===== src/rtl/issue_hazard_pkg.sv =====
// Shared types and helpers for the dual-lane ID-stage issue hazard unit.
package issue_hazard_pkg;

    localparam int unsigned REG_W = 5;

    typedef enum logic {
        LANE1 = 1'b0,
        LANE2 = 1'b1
    } lane_e;

    typedef enum logic [1:0] {
        CLS_ALU,
        CLS_LOAD,
        CLS_DIV
    } iclass_e;

    typedef struct packed {
        logic             valid;
        logic [REG_W-1:0] rs1;
        logic [REG_W-1:0] rs2;
        logic [REG_W-1:0] rd;
        logic             rs1_use;
        logic             rs2_use;
        logic             we;
        iclass_e          cls;
    } lane_t;

    // x0 is hard-wired, so it never carries a dependency.
    function automatic logic regmatch(input logic [REG_W-1:0] idx, input logic used,
                                      input logic [REG_W-1:0] rd);
        return used && (idx != '0) && (idx == rd);
    endfunction

    function automatic logic src_hit(input lane_t l, input logic [REG_W-1:0] rd);
        return regmatch(l.rs1, l.rs1_use, rd) || regmatch(l.rs2, l.rs2_use, rd);
    endfunction

endpackage


===== src/rtl/issue_hazard_div_occupancy.sv =====
// Divider occupancy tracker: down-counter from launch to result plus the destination register.
module div_occupancy_t
    import issue_hazard_pkg::*;
#(
    parameter int unsigned DIV_CYCLES = 8,
    parameter int unsigned CNT_W      = 5
) (
    input  logic             clk,
    input  logic             rst_n,
    input  logic             en,
    input  logic             start,
    input  logic             kill,
    input  logic [REG_W-1:0] start_rd,
    output logic             busy,
    output logic [REG_W-1:0] div_rd
);

    logic [CNT_W-1:0] cnt;

    // Kill wins over a same-cycle launch so a redirect never leaves residual occupancy.
    always_ff @(posedge clk or negedge rst_n) begin
        if (!rst_n) begin
            cnt    <= '0;
            div_rd <= '0;
        end else if (en) begin
            if (kill) begin
                cnt <= '0;
            end else if (start) begin
                cnt    <= CNT_W'(DIV_CYCLES - 1);
                div_rd <= start_rd;
            end else if (cnt != '0) begin
                cnt <= cnt - 1'b1;
            end
        end
    end

    assign busy = (cnt != '0);

endmodule


===== src/rtl/issue_hazard_t.sv =====
// Dual-lane ID-stage hazard unit: per-lane stalls, IF hold, split-pair issued mask,
// one-cycle load scoreboard and divider occupancy.
module issue_hazard_t
    import issue_hazard_pkg::*;
#(
    parameter int unsigned DIV_CYCLES = 8,
    parameter int unsigned CNT_W      = 5
) (
    input  logic             CLK,
    input  logic             RST,
    input  logic             ACT,
    input  logic             id1_valid,
    input  logic             id2_valid,
    input  logic [REG_W-1:0] id1_rs1,
    input  logic [REG_W-1:0] id1_rs2,
    input  logic [REG_W-1:0] id1_rd,
    input  logic [REG_W-1:0] id2_rs1,
    input  logic [REG_W-1:0] id2_rs2,
    input  logic [REG_W-1:0] id2_rd,
    input  logic             id1_rs1_use,
    input  logic             id1_rs2_use,
    input  logic             id2_rs1_use,
    input  logic             id2_rs2_use,
    input  logic             id1_we,
    input  logic             id2_we,
    input  logic             id1_load,
    input  logic             id2_load,
    input  logic             id1_div,
    input  logic             id2_div,
    input  logic             id_lane2_first,
    input  logic             s_ex1_clear_Q,
    input  logic             s_ex2_clear_Q,
    input  logic             s_flush_Q,
    output logic             s_id1_stall_D,
    output logic             s_id2_stall_D,
    output logic             s_id2_older_D,
    output logic             s_if_stall_D,
    output logic             div_start,
    output logic             div_busy
);

    lane_t            ln [2];
    logic [1:0]       active;
    logic [1:0]       own_hz;
    logic [1:0]       stall;
    logic [1:0]       go;
    logic [1:0]       ex_clear;
    logic [1:0]       issued;
    logic [1:0]       sb_valid;
    logic [REG_W-1:0] sb_rd [2];
    logic [REG_W-1:0] div_rd;
    logic [REG_W-1:0] start_rd;
    logic             en;
    logic             pair_hz;
    lane_e            older;
    lane_e            younger;

    assign en       = ACT & RST;
    assign ex_clear = {s_ex2_clear_Q, s_ex1_clear_Q};
    assign older    = id_lane2_first ? LANE2 : LANE1;
    assign younger  = id_lane2_first ? LANE1 : LANE2;

    always_comb begin
        ln[0].valid   = id1_valid;
        ln[0].rs1     = id1_rs1;
        ln[0].rs2     = id1_rs2;
        ln[0].rd      = id1_rd;
        ln[0].rs1_use = id1_rs1_use;
        ln[0].rs2_use = id1_rs2_use;
        ln[0].we      = id1_we;
        ln[0].cls     = id1_div ? CLS_DIV : (id1_load ? CLS_LOAD : CLS_ALU);
        ln[1].valid   = id2_valid;
        ln[1].rs1     = id2_rs1;
        ln[1].rs2     = id2_rs2;
        ln[1].rd      = id2_rd;
        ln[1].rs1_use = id2_rs1_use;
        ln[1].rs2_use = id2_rs2_use;
        ln[1].we      = id2_we;
        ln[1].cls     = id2_div ? CLS_DIV : (id2_load ? CLS_LOAD : CLS_ALU);
    end

    // Scoreboard entries are masked in the same cycle their EX lane is cleared or flushed.
    always_comb begin
        for (int unsigned n = 0; n < 2; n++) begin
            active[n] = ln[n].valid & ~issued[n];
            own_hz[n] = 1'b0;
            for (int unsigned e = 0; e < 2; e++) begin
                if (sb_valid[e] && !ex_clear[e] && !s_flush_Q && src_hit(ln[n], sb_rd[e]))
                    own_hz[n] = 1'b1;
            end
            if (div_busy && (src_hit(ln[n], div_rd) || regmatch(ln[n].rd, ln[n].we, div_rd) ||
                             ln[n].cls == CLS_DIV))
                own_hz[n] = 1'b1;
        end
        pair_hz = active[older] &
                  (own_hz[older] |
                   (ln[older].we & src_hit(ln[younger], ln[older].rd)) |
                   (ln[older].cls == CLS_DIV && ln[younger].cls == CLS_DIV));
        stall          = '0;
        stall[older]   = en & active[older] & own_hz[older];
        stall[younger] = en & active[younger] & (own_hz[younger] | pair_hz);
        go             = {2{en}} & active & ~stall;
    end

    assign div_start = (go[0] & (ln[0].cls == CLS_DIV)) | (go[1] & (ln[1].cls == CLS_DIV));
    assign start_rd  = (go[1] && ln[1].cls == CLS_DIV) ? (ln[1].we ? ln[1].rd : '0)
                                                        : (ln[0].we ? ln[0].rd : '0);

    always_ff @(posedge CLK or negedge RST) begin
        if (!RST) begin
            issued   <= '0;
            sb_valid <= '0;
            sb_rd[0] <= '0;
            sb_rd[1] <= '0;
        end else if (ACT) begin
            issued <= (s_flush_Q || !s_if_stall_D) ? '0 : (issued | go);
            for (int unsigned n = 0; n < 2; n++) begin
                sb_valid[n] <= ~s_flush_Q & go[n] & (ln[n].cls == CLS_LOAD) & ln[n].we &
                               (ln[n].rd != '0);
                sb_rd[n]    <= ln[n].rd;
            end
        end
    end

    div_occupancy_t #(
        .DIV_CYCLES(DIV_CYCLES),
        .CNT_W     (CNT_W)
    ) u_div (
        .clk     (CLK),
        .rst_n   (RST),
        .en      (ACT),
        .start   (div_start),
        .kill    (s_flush_Q),
        .start_rd(start_rd),
        .busy    (div_busy),
        .div_rd  (div_rd)
    );

    assign s_id1_stall_D = stall[0];
    assign s_id2_stall_D = stall[1];
    assign s_if_stall_D  = |stall;
    assign s_id2_older_D = RST & id_lane2_first;

endmodule


===== config.mk =====
export PLATFORM = sky130hd
export DESIGN_NAME = issue_hazard_t
export DESIGN_NICKNAME = d
export VERILOG_FILES = /design/src/rtl/issue_hazard_pkg.sv /design/src/rtl/issue_hazard_div_occupancy.sv /design/src/rtl/issue_hazard_t.sv
export SDC_FILE = /design/constraint.sdc
export NUM_CORES = 1
export LEC_CHECK = 0
export BUFFER_PORTS_ARGS = -buffer_cell sky130_fd_sc_hd__buf_2
export CELL_PAD_IN_SITES_DETAIL_PLACEMENT = 0
export CELL_PAD_IN_SITES_GLOBAL_PLACEMENT = 1
export CORE_MARGIN = 2
export CORE_UTILIZATION = 42
export DETAILED_ROUTE_END_ITERATION = 6
export PLACE_DENSITY_LB_ADDON = 0.2
export SLEW_MARGIN = 0
export SYNTH_ARGS = -nofsm -noshare
export SYNTH_HDL_FRONTEND = slang
export SYNTH_HIERARCHICAL = 1
export SYNTH_SLANG_ARGS = --single-unit

===== constraint.sdc =====
create_clock -name CLK -period 3.8 [get_ports CLK]
set_input_delay 0.76 -clock CLK [delete_from_list [all_inputs] [get_ports CLK]]
set_output_delay 0.76 -clock CLK [all_outputs]
set_load 0.01 [all_outputs]

==> results of run 1 <==
## stage by stage
| step | TNS (ps) | std cells | hold WS [ps] |
|---|---|---|---|
| 6_report | 0 | 436 | 520 |
| 5_1_grt | 0 | 436 | 538 |
| 4_1_cts | 0 | 436 | 522 |
| 3_5_place_dp | -181 | 432 | 509 |
| 3_3_place_gp | -118 | 432 | 506 |
| 2_1_floorplan | 0 | 334 | 464 |
## cells by family after synthesis
group,share of synthesized area
AND/OR/NAND/NOR,0.202
XOR/XNOR,0.263
buffers and inverters,0.134
AO/OA/AOI/OAI,0.104
flip-flops,0.209
multiplexers,0.0829
adder cells (fa/ha/maj),0.00436
## worst paths after layout
path	from	end	slack, ps
max	id1_rd[0]	div_start	110
min	issued[1]$_DFFE_PN0P_	issued[1]$_DFFE_PN0P_	520
max reg2reg	u_div/cnt[0]$_DFFE_PN0P_	u_div/div_rd[2]$_DFFE_PN0P_	470
min reg2reg	issued[1]$_DFFE_PN0P_	issued[1]$_DFFE_PN0P_	520
max in group asynchronous	RST	sb_rd[1]$_DFFE_PN0P_	2960
min in group asynchronous	RST	u_div/cnt[2]$_DFFE_PN0P_	570
## state kept, by name, summed over array words and instances, names as in the netlist
| name | cells |
|---|---|
| issued | 2 |
| sb_rd | 10 |
| sb_valid | 2 |
| u_div/cnt | 5 |
| u_div/div_rd | 5 |
## critical path: cells and delay by family
kind	cells	cell delay (ps)
simple gates	4	1150
compound gates	4	720
buf+inv	2	300
## cell usage in the layout, fill, tap and decap left out, types with 7 or more instances in the layout
| cell type | instances |
|---|---|
| xor2_1 | 43 |
| inv_1 | 9 |
| nand4_1 | 10 |
| nand2_1 | 25 |
| buf_4 | 12 |
| mux2_2 | 10 |
| nor4_1 | 7 |
| nor3_1 | 9 |
| dfrtp_1 | 24 |
| buf_2 | 54 |
| o21ai_0 | 8 |
| nor2_1 | 8 |
| nand3_1 | 13 |
| xnor2_1 | 43 |
## power breakdown
part | switching, uW | internal [uW]
logic | 263 | 247
clock network | 95.6 | 141
registers | 79.4 | 299
total | 438 | 687
## final cells by class
class	instances	area, um^2	share of cell area
Clock buffer	3	41.3	0.0133
Timing Repair Buffer	66	360	0.117
Inverter	10	37.5	0.0121
Sequential cell	24	601	0.194
Tap cell	80	100	0.0324
Multi-Input combinational cell	252	1920	0.622
Clock inverter	1	30.0	0.00971
## layer usage
layer	share of wire	up-vias
li1	-	1175
met1	0.45	1152
met2	0.47	80
met3	0.066	10
met4	0.018	0
met5	0	-
## Yosys cell counts (6+ instances only)
library cell	instances
xnor2_1	43
inv_1	10
nor3_1	9
nand4_1	10
xor2_1	43
nand3_1	13
nand2_1	26
clkbuf_1	17
nor2_1	8
dfrtp_1	24
o21ai_0	8
buf_2	11
nor4_1	7
a21oi_1	6
mux2_2	10
## what timing repair did
action / in CTS / in global routing
setup endpoints to repair: 1 / 2
pin swaps: 0 / 2
gates resized for setup: 1 / 8
==> tab_implementation.tex, run 1 <==
\begin{tabular}{lr}
\hline
Metric & Value \\
\hline
\multicolumn{2}{l}{\textbf{Worst hold path}} \\
\quad Tightest Hold Check Type & flop to flop \\
\quad Cell depth of the worst hold path & 2 \\
\multicolumn{2}{l}{\textbf{Die}} \\
\quad Floorplan die width & 86.6 um \\
\quad Ports & 55 \\
\quad Area of the die & 7500 um\^{}2 \\
\quad Initial cell density of the core & 0.429 \\
\quad Standard-cell rows & 30 \\
\quad Area of the core & 6680 um\^{}2 \\
\quad Die Ht & 86.6 um \\
\multicolumn{2}{l}{\textbf{Yosys}} \\
\quad Post-Synthesis Cells & 334 \\
\quad Synth Cell Area & 2870 um\^{}2 \\
\quad Most frequently used flop master after synthesis & dfrtp\_1 \\
\quad Main area contributors after synthesis & dfrtp\_1, xnor2\_1, xor2\_1, mux2\_2, bufbuf\_16 \\
\quad Number of distinct library cell variants in the gate-level netlist after synthesis & 60 \\
\quad Number of flops mapped to enable cells by yosys & 0 \\
\quad Yosys warning count & 6 \\
\quad Syn nets & 384 \\
\quad FF+latch count, synth & 24 \\
\quad Asr flop ratio synth & 1.00 \\
\quad Post-Synthesis Mean Instance Area & 8.59 um\^{}2 \\
\quad Area fraction of the dominant cell type after synthesis & 0.209 \\
\quad Post-synth top area cell & dfrtp\_1 \\
\quad Register area share after synthesis & 0.209 \\
\multicolumn{2}{l}{\textbf{Clock tree}} \\
\quad Max H-tree Level & 1 \\
\quad Total CTS buffers & 3 \\
\quad Max Buffers Root-to-Sink & 2 \\
\quad Clock root buffer & clkbuf\_8 \\
\quad TritonCTS clock tree & yes \\
\quad Number of hold buffers added after CTS & 0 \\
\quad Count of buffers added by post-CTS timing repair for setup & 0 \\
\quad Clock sink count & 24 \\
\quad Worst-path clk slew & 100 ps \\
\quad Later-pin clock latency in the skew report & 270 ps \\
\multicolumn{2}{l}{\textbf{GRT}} \\
\quad GRT Max-Usage Layer & met2 \\
\quad Largest net degree at the start of global routing & 28 \\
\quad Overall fraction of global-route tracks in use & 0.231 \\
\quad Sum of overflow across all layers after global routing & 0 \\
\quad Met3 usage in global routing & 0.0286 \\
\quad Antenna violations before repair & 0 \\
\quad Met1 track demand over resource in global routing & 0.329 \\
\quad Wire length of the first global-routing pass & 13.2 mm \\
\quad Met2 capacity usage during global routing & 0.366 \\
\quad Number of global-route vias before repair & 2389 \\
\multicolumn{2}{l}{\textbf{Place}} \\
\quad Standard cell area after detailed placement & 2980 um\^{}2 \\
\quad Routability congestion estimate & 0.859 \\
\quad Number of port buffers & 54 \\
\quad Worst-case setup slack after placement & -34.3 ps \\
\quad Post-detail-place hpwl & 6.52 mm \\
\multicolumn{2}{l}{\textbf{Routing}} \\
\quad Iteration count of the initial detailed-routing pass & 4 \\
\quad Iter 0 DRT Violations & 162 \\
\quad Post-DRT Antenna Nets & 0 \\
\quad Remaining routing DRC violations & 0 \\
\quad Total number of vias & 2417 \\
\quad Final routed wire length divided by cell count & 19.3 um \\
\quad Wirelength, routed & 8.42 mm \\
\quad Vias per inst & 5.54 \\
\multicolumn{2}{l}{\textbf{Cells and area}} \\
\quad Number of antenna repair diodes & 0 \\
\quad Number of nets in the final layout & 407 \\
\quad Synth-to-layout area growth & 7.85\% \\
\quad Fraction of final layout cells sized beyond drive strength 1 & 0.309 \\
\quad Finished Core Util & 0.463 \\
\quad Final non-filler cell area & 3090 um\^{}2 \\
\quad Count of fill cells added during filler insertion & 670 \\
\multicolumn{2}{l}{\textbf{STA}} \\
\quad Maximum operating frequency & 271 MHz \\
\quad Max-slew headroom at the worst pin & 0.620 \\
\quad Smallest setup slack after layout & 114 ps \\
\quad Fin. max-slew vios & 0 \\
\quad Count of final setup violators & 0 \\
\quad Share of the clock period used by the worst path & 0.970 \\
\quad Final worst clock skew & 2.06 ps \\
\quad Number of failing hold endpoints at the final stage & 0 \\
\quad Setup repair after global routing missed its margin & no \\
\quad Actual slew at the worst max-slew pin & 563 ps \\
\quad Minimum period implied by the final worst setup slack & 3690 ps \\
\multicolumn{2}{l}{\textbf{Worst setup path}} \\
\quad Path type of the worst setup path & input port to output pin \\
\quad Crit start category & input port \\
\quad Critical Path Sink Type & output pin \\
\quad R2r worst-path depth & 14 \\
\quad Stage delay of the slowest cell on the critical path & 550 ps \\
\quad Cell with the largest stage delay on the worst path & or4\_4 \\
\quad Critical path's most frequent cell & buf\_2 \\
\quad Crit path cell chain & buf\_2 -> or4\_4 -> o21ai\_4 -> nor3\_1 -> o21ai\_2 -> o211ai\_2 -> o211a\_1 -> or3\_1 -> nand2\_2 -> buf\_2 \\
\quad Crit path max fanout & 6 \\
\quad Required time worst endpoint & 3040 ps \\
\quad Arrival time at the worst endpoint & 2930 ps \\
\multicolumn{2}{l}{\textbf{Power}} \\
\quad Power Density & 364 nW/um\^{}2 \\
\quad Overall power after layout & 1120 uW \\
\quad Worst supply voltage drop on vdd & 0.000208 V \\
\quad Static leakage & 0.00133 uW \\
\multicolumn{2}{l}{\textbf{Run}} \\
\quad Max-Cap Viols & 0 \\
\multicolumn{2}{l}{\textbf{Status}} \\
\quad Outcome & complete, no violations \\
\hline
\end{tabular}
Note: power is estimated with default switching activity, not from simulation.
==> inputs of run 2 (changes only) <==
--- a/config.mk
+++ b/config.mk
@@ -13,5 +13,4 @@
 export DETAILED_ROUTE_END_ITERATION = 6
 export PLACE_DENSITY_LB_ADDON = 0.2
-export SLEW_MARGIN = 0
 export SYNTH_ARGS = -nofsm -noshare
 export SYNTH_HDL_FRONTEND = slang
==> constraint.sdc (replaced) <==
create_clock -name CLK -period 3.8 [get_ports CLK]
set_input_delay 0.19 -clock CLK [delete_from_list [all_inputs] [get_ports CLK]]
set_output_delay 0.19 -clock CLK [all_outputs]
set_load 0.01 [all_outputs]
==> run 2 against run 1 <==
  * Critical path depth increased by 4
  * Die area stayed put
  * Cell count down 1.4%
  * Worst setup slack better by 270 ps
  * Sequential share of layout area rose by 0.49 points
  * Combinational power shrank 9.8%
  * Power down 3.4%
  * Hold slack got worse by 340 ps
  * Register-to-register slack got worse by 90 ps
  * Sequential power increased by 3%
  * Largest power group unchanged
==> tab_implementation.tex, run 2 (same netlist as run 1, synthesis figures left out) <==
\begin{tabular}{lr}
\hline
Metric & Value \\
\hline
\multicolumn{2}{l}{\textbf{Worst setup path}} \\
\quad Critical Path Sink Type & flop (was output pin) \\
\quad Worst reg2reg path endpoint & u\_div/div\_rd[4]\$\_DFFE\_PN0P\_ (was u\_div/div\_rd[2]\$\_DFFE\_PN0P\_) \\
\quad R2r worst-path depth & 14 (unchanged) \\
\quad Source of the worst register-to-register timing path & u\_div/cnt[0]\$\_DFFE\_PN0P\_ (unchanged) \\
\quad Arrival time at the worst endpoint & 3590 ps (was 2930 ps) \\
\quad R2R Setup Slk & 380 ps (was 470 ps) \\
\quad Crit start category & flop (was input port) \\
\quad Required time worst endpoint & 3970 ps (was 3040 ps) \\
\quad Crit path cell chain & inv\_1 -> ha\_1 -> nand2b\_4 -> nor3\_2 -> inv\_1 -> and3\_1 -> o31ai\_1 -> nand3\_1 -> o311ai\_2 -> nand3\_1 -> nand2\_1 -> inv\_1 -> or2\_1 -> mux2\_4 (was buf\_2 -> or4\_4 -> o21ai\_4 -> nor3\_1 -> o21ai\_2 -> o211ai\_2 -> o211a\_1 -> or3\_1 -> nand2\_2 -> buf\_2) \\
\quad Top Family by Delay on Critical Path & simple AND/OR/NAND/NOR gates (unchanged) \\
\quad Stage delay of the slowest cell on the critical path & 450 ps (was 550 ps) \\
\quad Path type of the worst setup path & flop to flop (was input port to output pin) \\
\quad Crit path max fanout & 11 (was 6) \\
\quad Sum of buffers and inverters on the critical path & 3 (was 2) \\
\quad Critical path's most frequent cell & inv\_1 (was buf\_2) \\
\quad Cell with the largest stage delay on the worst path & o311ai\_2 (was or4\_4) \\
\multicolumn{2}{l}{\textbf{Routing}} \\
\quad Iteration count of the initial detailed-routing pass & 4 (unchanged) \\
\quad Iter 0 DRT Violations & 133 (was 162) \\
\quad Post-DRT Antenna Nets & 0 (unchanged) \\
\quad Total number of vias & 2403 (was 2417) \\
\quad Wirelength, routed & 8.22 mm (was 8.42 mm) \\
\quad Remaining routing DRC violations & 0 (unchanged) \\
\quad Vias per inst & 5.59 (was 5.54) \\
\quad Final routed wire length divided by cell count & 19.1 um (was 19.3 um) \\
\multicolumn{2}{l}{\textbf{Cells and area}} \\
\quad Synth-to-layout area growth & 5.19\% (was 7.85\%) \\
\quad Largest register by flop count & sb\_rd (unchanged) \\
\quad Largest regs & sb\_rd: 10 flops, u\_div/cnt: 5 flops, u\_div/div\_rd: 5 flops (unchanged) \\
\quad Leading cell type in the layout, fill and taps excluded & buf\_2 (unchanged) \\
\quad Top library cells by usage in the layout, fill and taps aside & buf\_2, xor2\_1, xnor2\_1 (unchanged) \\
\quad Number of nets in the final layout & 401 (was 407) \\
\quad Count of fill cells added during filler insertion & 686 (was 670) \\
\quad Fraction of final layout cells sized beyond drive strength 1 & 0.274 (was 0.309) \\
\quad Number of antenna repair diodes & 0 (unchanged) \\
\quad Flip-flop count of the largest register after layout & 10 (unchanged) \\
\quad Finished Core Util & 0.451 (was 0.463) \\
\multicolumn{2}{l}{\textbf{Worst hold path}} \\
\quad Worst min-delay path endpoint & sb\_valid[1]\$\_DFFE\_PN0P\_ (was issued[1]\$\_DFFE\_PN0P\_) \\
\quad Worst min-delay path startpoint & id2\_load (was issued[1]\$\_DFFE\_PN0P\_) \\
\quad Cell depth of the worst hold path & 3 (was 2) \\
\quad Tightest Hold Check Type & input port to flop (was flop to flop) \\
\multicolumn{2}{l}{\textbf{STA}} \\
\quad Setup repair after global routing missed its margin & no (unchanged) \\
\quad Sum Neg Setup Slack & 0 ps (unchanged) \\
\quad Final worst clock skew & 2.83 ps (was 2.06 ps) \\
\quad Maximum operating frequency & 292 MHz (was 271 MHz) \\
\quad Smallest setup slack after layout & 379 ps (was 114 ps) \\
\quad Count of final setup violators & 0 (unchanged) \\
\quad Minimum period implied by the final worst setup slack & 3420 ps (was 3690 ps) \\
\quad Share of the clock period used by the worst path & 0.900 (was 0.970) \\
\quad Max-slew headroom at the worst pin & 0.658 (was 0.620) \\
\quad Actual slew at the worst max-slew pin & 506 ps (was 563 ps) \\
\quad Fin. max-slew vios & 0 (unchanged) \\
\quad Number of failing hold endpoints at the final stage & 0 (unchanged) \\
\multicolumn{2}{l}{\textbf{Status}} \\
\quad Outcome & complete, no violations (unchanged) \\
\multicolumn{2}{l}{\textbf{Clock tree}} \\
\quad TritonCTS clock tree & yes (unchanged) \\
\quad Count of buffers added by post-CTS timing repair for setup & 0 (unchanged) \\
\quad Clock root buffer & clkbuf\_8 (unchanged) \\
\quad Total CTS buffers & 3 (unchanged) \\
\quad Max Buffers Root-to-Sink & 2 (unchanged) \\
\quad Worst-path clk slew & 100 ps (about the same) \\
\quad Later-pin clock latency in the skew report & 270 ps (about the same) \\
\quad Max H-tree Level & 1 (unchanged) \\
\quad Clock sink count & 24 (unchanged) \\
\multicolumn{2}{l}{\textbf{GRT}} \\
\quad Met2 capacity usage during global routing & 0.387 (was 0.366) \\
\quad Sum of overflow across all layers after global routing & 0 (unchanged) \\
\quad Antenna violations before repair & 0 (unchanged) \\
\quad Met1 track demand over resource in global routing & 0.319 (was 0.329) \\
\quad Number of global-route vias before repair & 2419 (was 2389) \\
\quad Largest net degree at the start of global routing & 29 (was 28) \\
\quad Met3 usage in global routing & 0.0248 (was 0.0286) \\
\quad Wire length of the first global-routing pass & 13.3 mm (was 13.2 mm) \\
\quad Overall fraction of global-route tracks in use & 0.232 (was 0.231) \\
\quad GRT Max-Usage Layer & met2 (unchanged) \\
\multicolumn{2}{l}{\textbf{Die}} \\
\quad Area of the core & 6680 um\^{}2 (unchanged) \\
\quad Die Ht & 86.6 um (unchanged) \\
\quad Standard-cell rows & 30 (unchanged) \\
\quad Area of the die & 7500 um\^{}2 (unchanged) \\
\quad Ports & 55 (unchanged) \\
\quad Initial cell density of the core & 0.429 (unchanged) \\
\quad Floorplan die width & 86.6 um (unchanged) \\
\multicolumn{2}{l}{\textbf{Power}} \\
\quad Overall power after layout & 1090 uW (was 1120 uW) \\
\quad Worst supply voltage drop on vdd & 0.000301 V (was 0.000208 V) \\
\quad Power Density & 360 nW/um\^{}2 (was 364 nW/um\^{}2) \\
\quad Static leakage & 0.00130 uW (was 0.00133 uW) \\
\multicolumn{2}{l}{\textbf{Place}} \\
\quad Number of port buffers & 54 (unchanged) \\
\quad Post-detail-place hpwl & 6.33 mm (was 6.52 mm) \\
\quad Routability congestion estimate & 0.918 (was 0.859) \\
\quad Worst-case setup slack after placement & 318 ps (was -34.3 ps) \\
\multicolumn{2}{l}{\textbf{Run}} \\
\quad Max-Cap Viols & 0 (unchanged) \\
\hline
\end{tabular}
run 2: cell count changes in the layout (fill, tap and decap cells not counted), sizes merged:
cell	delta
buf	-7
dlygate4sd3	+1
run 2: worst min-delay path: stages:
cell and delay, ps:
buf_2 100, nand3_1 50, o32ai_1 80
run 2: report_power, final:
part,switching [uW],internal [uW],total [uW]
sequential,90.4,299,389
clock,96.3,141,237
combinational,233,226,460
run 2: final cells by class:
| class | instances | area (um^2) | share of cell area |
|---|---|---|---|
| Multi-Input combinational cell | 252 | 1890 | 0.626 |
| Sequential cell | 24 | 601 | 0.199 |
| Timing Repair Buffer | 60 | 318 | 0.105 |
| Tap cell | 80 | 100 | 0.0332 |
| Clock buffer | 3 | 41.3 | 0.0137 |
| Inverter | 10 | 37.5 | 0.0124 |
| Clock inverter | 1 | 30.0 | 0.00995 |
run 2: worst max path at each step:
| stage | startpoint | to | cells past startpoint |
|---|---|---|---|
| 4_1_cts | u_div/cnt[0]$_DFFE_PN0P_ | u_div/div_rd[1]$_DFFE_PN0P_ | 14 |
| 5_1_grt | u_div/cnt[0]$_DFFE_PN0P_ | u_div/div_rd[0]$_DFFE_PN0P_ | 14 |
| 6_report | u_div/cnt[0]$_DFFE_PN0P_ | u_div/div_rd[4]$_DFFE_PN0P_ | 14 |
| 3_5_place_dp | u_div/cnt[0]$_DFFE_PN0P_ | u_div/div_rd[0]$_DFFE_PN0P_ | 14 |
| 3_3_place_gp | u_div/cnt[0]$_DFFE_PN0P_ | u_div/div_rd[4]$_DFFE_PN0P_ | 14 |
| 2_1_floorplan | u_div/cnt[0]$_DFFE_PN0P_ | u_div/div_rd[0]$_DFFE_PN0P_ | 15 |
run 2: repair_timing:
action | 4_1_cts | 5_1_grt
resized for setup | 0 | 1
setup endpoints to repair | 0 | 5
hold buffers | 1 | 0
endpoints found under the hold margin | 24 | 0
run 2: stage by stage:
step                      instances  area, um^2  hold WS [ps]
after CTS                       430        3010           172
after global placement          425        2930           280
after global routing            430        3020           173
after detailed placement        425        2930           284
final                           430        3020           181
after floorplan                 334        2870          -106
run 2: per-layer routing:
metal / vias to the layer above / wire (um)
li1: 1164 / -
met1: 1164 / 3740
met2: 69 / 3990
met3: 6 / 407
met4: 0 / 85
met5: - / 0
==> inputs of run 3 (changes only) <==
CORE_MARGIN = 1.5   (was 2)
CTS_CLUSTER_SIZE = 8   (was unset)
clock period = 3.55 ns   (was 3.8 ns; I/O delays follow)
==> run 3 against run 2 <==
  * The flow now finishes with violations (design-rule violations)
  * Power grew 7.2%
  * Sequential cell count unchanged
  * Utilization increased by 1.6 points
  * Cell count down 0.47%
  * Final area increased by 0.12%
  * Sequential power is 8.2% higher
  * Critical endpoint is now u_div/div_rd[3]$_DFFE_PN0P_
==> tab_implementation.tex, run 3 (same netlist as run 1, synthesis figures left out) <==
\begin{tabular}{lr}
\hline
Metric & Value \\
\hline
\multicolumn{2}{l}{\textbf{Status}} \\
\quad Outcome & finished with violations (was complete, no violations) \\
\quad Violations in the final reports & design-rule violations \\
\multicolumn{2}{l}{\textbf{Clock tree}} \\
\quad Total CTS buffers & 3 (unchanged) \\
\quad Max H-tree Level & 1 (unchanged) \\
\quad TritonCTS clock tree & yes (unchanged) \\
\quad Clock root buffer & clkbuf\_8 (unchanged) \\
\quad Worst-path clk slew & 100 ps (about the same) \\
\quad Clock sink count & 24 (unchanged) \\
\quad Count of buffers added by post-CTS timing repair for setup & 0 (unchanged) \\
\quad Later-pin clock latency in the skew report & 280 ps (was 270 ps) \\
\quad Max Buffers Root-to-Sink & 2 (unchanged) \\
\multicolumn{2}{l}{\textbf{Worst setup path}} \\
\quad Required time worst endpoint & 3730 ps (was 3970 ps) \\
\quad Stage delay of the slowest cell on the critical path & 410 ps (was 450 ps) \\
\quad Critical Path Sink Type & flop (unchanged) \\
\quad Top Family by Delay on Critical Path & simple AND/OR/NAND/NOR gates (unchanged) \\
\quad Path type of the worst setup path & flop to flop (unchanged) \\
\quad Crit start category & flop (unchanged) \\
\quad Arrival time at the worst endpoint & 3410 ps (was 3590 ps) \\
\quad Sum of buffers and inverters on the critical path & 3 (unchanged) \\
\quad Cell with the largest stage delay on the worst path & dfrtp\_1 (was o311ai\_2) \\
\quad Crit path cell chain & inv\_1 -> ha\_1 -> nand2b\_4 -> nor3\_2 -> inv\_2 -> and3\_1 -> o31ai\_1 -> nand3\_1 -> o311ai\_2 -> nand3\_1 -> nand2\_1 -> inv\_1 -> or2\_1 -> mux2\_4 (was inv\_1 -> ha\_1 -> nand2b\_4 -> nor3\_2 -> inv\_1 -> and3\_1 -> o31ai\_1 -> nand3\_1 -> o311ai\_2 -> nand3\_1 -> nand2\_1 -> inv\_1 -> or2\_1 -> mux2\_4) \\
\quad Crit path max fanout & 11 (unchanged) \\
\multicolumn{2}{l}{\textbf{Routing}} \\
\quad Iter 0 DRT Violations & 111 (was 133) \\
\quad Total number of vias & 2345 (was 2403) \\
\quad Remaining routing DRC violations & 4 (was 0) \\
\quad Vias per inst & 5.48 (was 5.59) \\
\quad Wirelength, routed & 8.22 mm (about the same) \\
\quad Post-DRT Antenna Nets & 0 (unchanged) \\
\quad Final routed wire length divided by cell count & 19.2 um (was 19.1 um) \\
\quad Iteration count of the initial detailed-routing pass & 6 (was 4) \\
\multicolumn{2}{l}{\textbf{GRT}} \\
\quad Antenna violations before repair & 0 (unchanged) \\
\quad Wire length of the first global-routing pass & 13.0 mm (was 13.3 mm) \\
\quad Largest net degree at the start of global routing & 29 (unchanged) \\
\quad Sum of overflow across all layers after global routing & 0 (unchanged) \\
\quad Number of global-route vias before repair & 2380 (was 2419) \\
\quad Overall fraction of global-route tracks in use & 0.234 (was 0.232) \\
\multicolumn{2}{l}{\textbf{Cells and area}} \\
\quad Leading cell type in the layout, fill and taps excluded & buf\_2 (unchanged) \\
\quad Largest register by flop count & sb\_rd (unchanged) \\
\quad Top library cells by usage in the layout, fill and taps aside & buf\_2, xor2\_1, xnor2\_1 (unchanged) \\
\quad Number of nets in the final layout & 402 (was 401) \\
\quad Finished Core Util & 0.468 (was 0.451) \\
\quad Flip-flop count of the largest register after layout & 10 (unchanged) \\
\quad Number of antenna repair diodes & 0 (unchanged) \\
\quad Fraction of final layout cells sized beyond drive strength 1 & 0.279 (was 0.274) \\
\quad Count of fill cells added during filler insertion & 659 (was 686) \\
\quad Synth-to-layout area growth & 5.32\% (was 5.19\%) \\
\quad Largest regs & sb\_rd: 10 flops, u\_div/cnt: 5 flops, u\_div/div\_rd: 5 flops (unchanged) \\
\multicolumn{2}{l}{\textbf{STA}} \\
\quad Final worst clock skew & 6.22 ps (was 2.83 ps) \\
\quad Maximum operating frequency & 309 MHz (was 292 MHz) \\
\quad Setup repair after global routing missed its margin & no (unchanged) \\
\quad Number of failing hold endpoints at the final stage & 0 (unchanged) \\
\quad Share of the clock period used by the worst path & 0.912 (was 0.900) \\
\quad Fin. max-slew vios & 0 (unchanged) \\
\quad Count of final setup violators & 0 (unchanged) \\
\quad Max-slew headroom at the worst pin & 0.695 (was 0.658) \\
\quad Actual slew at the worst max-slew pin & 457 ps (was 506 ps) \\
\quad Sum Neg Setup Slack & 0 ps (unchanged) \\
\quad Minimum period implied by the final worst setup slack & 3240 ps (was 3420 ps) \\
\multicolumn{2}{l}{\textbf{Worst hold path}} \\
\quad Tightest Hold Check Type & input port to flop (unchanged) \\
\multicolumn{2}{l}{\textbf{Die}} \\
\quad Ports & 55 (unchanged) \\
\quad Initial cell density of the core & 0.444 (was 0.429) \\
\quad Die Ht & 85.6 um (was 86.6 um) \\
\quad Floorplan die width & 85.6 um (was 86.6 um) \\
\quad Area of the core & 6460 um\^{}2 (was 6680 um\^{}2) \\
\quad Area of the die & 7330 um\^{}2 (was 7500 um\^{}2) \\
\quad Standard-cell rows & 29 (was 30) \\
\multicolumn{2}{l}{\textbf{Place}} \\
\quad Number of port buffers & 54 (unchanged) \\
\quad Post-detail-place hpwl & 6.23 mm (was 6.33 mm) \\
\quad Routability congestion estimate & 0.936 (was 0.918) \\
\multicolumn{2}{l}{\textbf{Run}} \\
\quad Max-Cap Viols & 0 (unchanged) \\
\multicolumn{2}{l}{\textbf{Power}} \\
\quad Power Density & 385 nW/um\^{}2 (was 360 nW/um\^{}2) \\
\quad Static leakage & 0.00131 uW (was 0.00130 uW) \\
\quad Worst supply voltage drop on vdd & 0.000202 V (was 0.000301 V) \\
\hline
\end{tabular}
==> run 3: through the flow <==
step,cells,power [uW],cell area (um^2),worst slack [ps],hold slack (ps)
6_report,428,1160,3020,311,159
5_1_grt,428,1240,3020,58.4,165
4_1_cts,428,1170,3010,217,156
3_5_place_dp,423,910,2930,246,294
3_3_place_gp,423,907,2930,426,294
2_1_floorplan,334,803,2870,429,-118
==> run 3: routing by layer <==
layer | global-route usage | wire [um]
met1 | 0.334 | 3780
met2 | 0.369 | 3780
met3 | 0.0202 | 505
met4 | 0.0850 | 146
met5 | 0 | 0
==> run 3: layout make-up <==
type                            count  area [um^2]  share of cell area
Inverter                           10         37.5              0.0124
Clock inverter                      1         30.0             0.00994
Tap cell                           77         96.3              0.0319
Clock buffer                        3         41.3              0.0137
Multi-Input combinational cell    252         1890               0.626
Timing Repair Buffer               61          325               0.108
Sequential cell                    24          601               0.199
==> run 3: worst paths after layout <==
kind	from	endpoint	slack, ps	depth (start not counted)
max	u_div/cnt[0]$_DFFE_PN0P_	u_div/div_rd[3]$_DFFE_PN0P_	310	14
min	id2_load	sb_valid[1]$_DFFE_PN0P_	160	3
max reg2reg	u_div/cnt[0]$_DFFE_PN0P_	u_div/div_rd[3]$_DFFE_PN0P_	310	14
min reg2reg	sb_valid[0]$_DFFE_PN0P_	sb_valid[0]$_DFFE_PN0P_	530	2
max in group asynchronous	RST	issued[1]$_DFFE_PN0P_	2760	3
min in group asynchronous	RST	u_div/div_rd[3]$_DFFE_PN0P_	520	3
==> run 3: report_power, final <==
group,internal (uW),switching [uW],leakage [uW]
Clock,151,102,0.0000357
Sequential,320,102,0.000303
Combinational,243,247,0.000969
==> run 3: worst reg2reg max path: stages (launching register included) <==
cell      delay (ps)
dfrtp_1          410
inv_1             80
ha_1             220
nand2b_4          70
nor3_2           140
inv_2            140
and3_1           170
o31ai_1          260
nand3_1          210
o311ai_2         400
nand3_1          120
nand2_1          130
inv_1             80
or2_1            360
mux2_4           340
==> run 3: repair_timing <==
item / CTS / global route
hold buffers: 1 / 0
setup endpoints to repair: 0 / 5
endpoints found under the hold margin: 24 / 0
resized for setup: 0 / 2
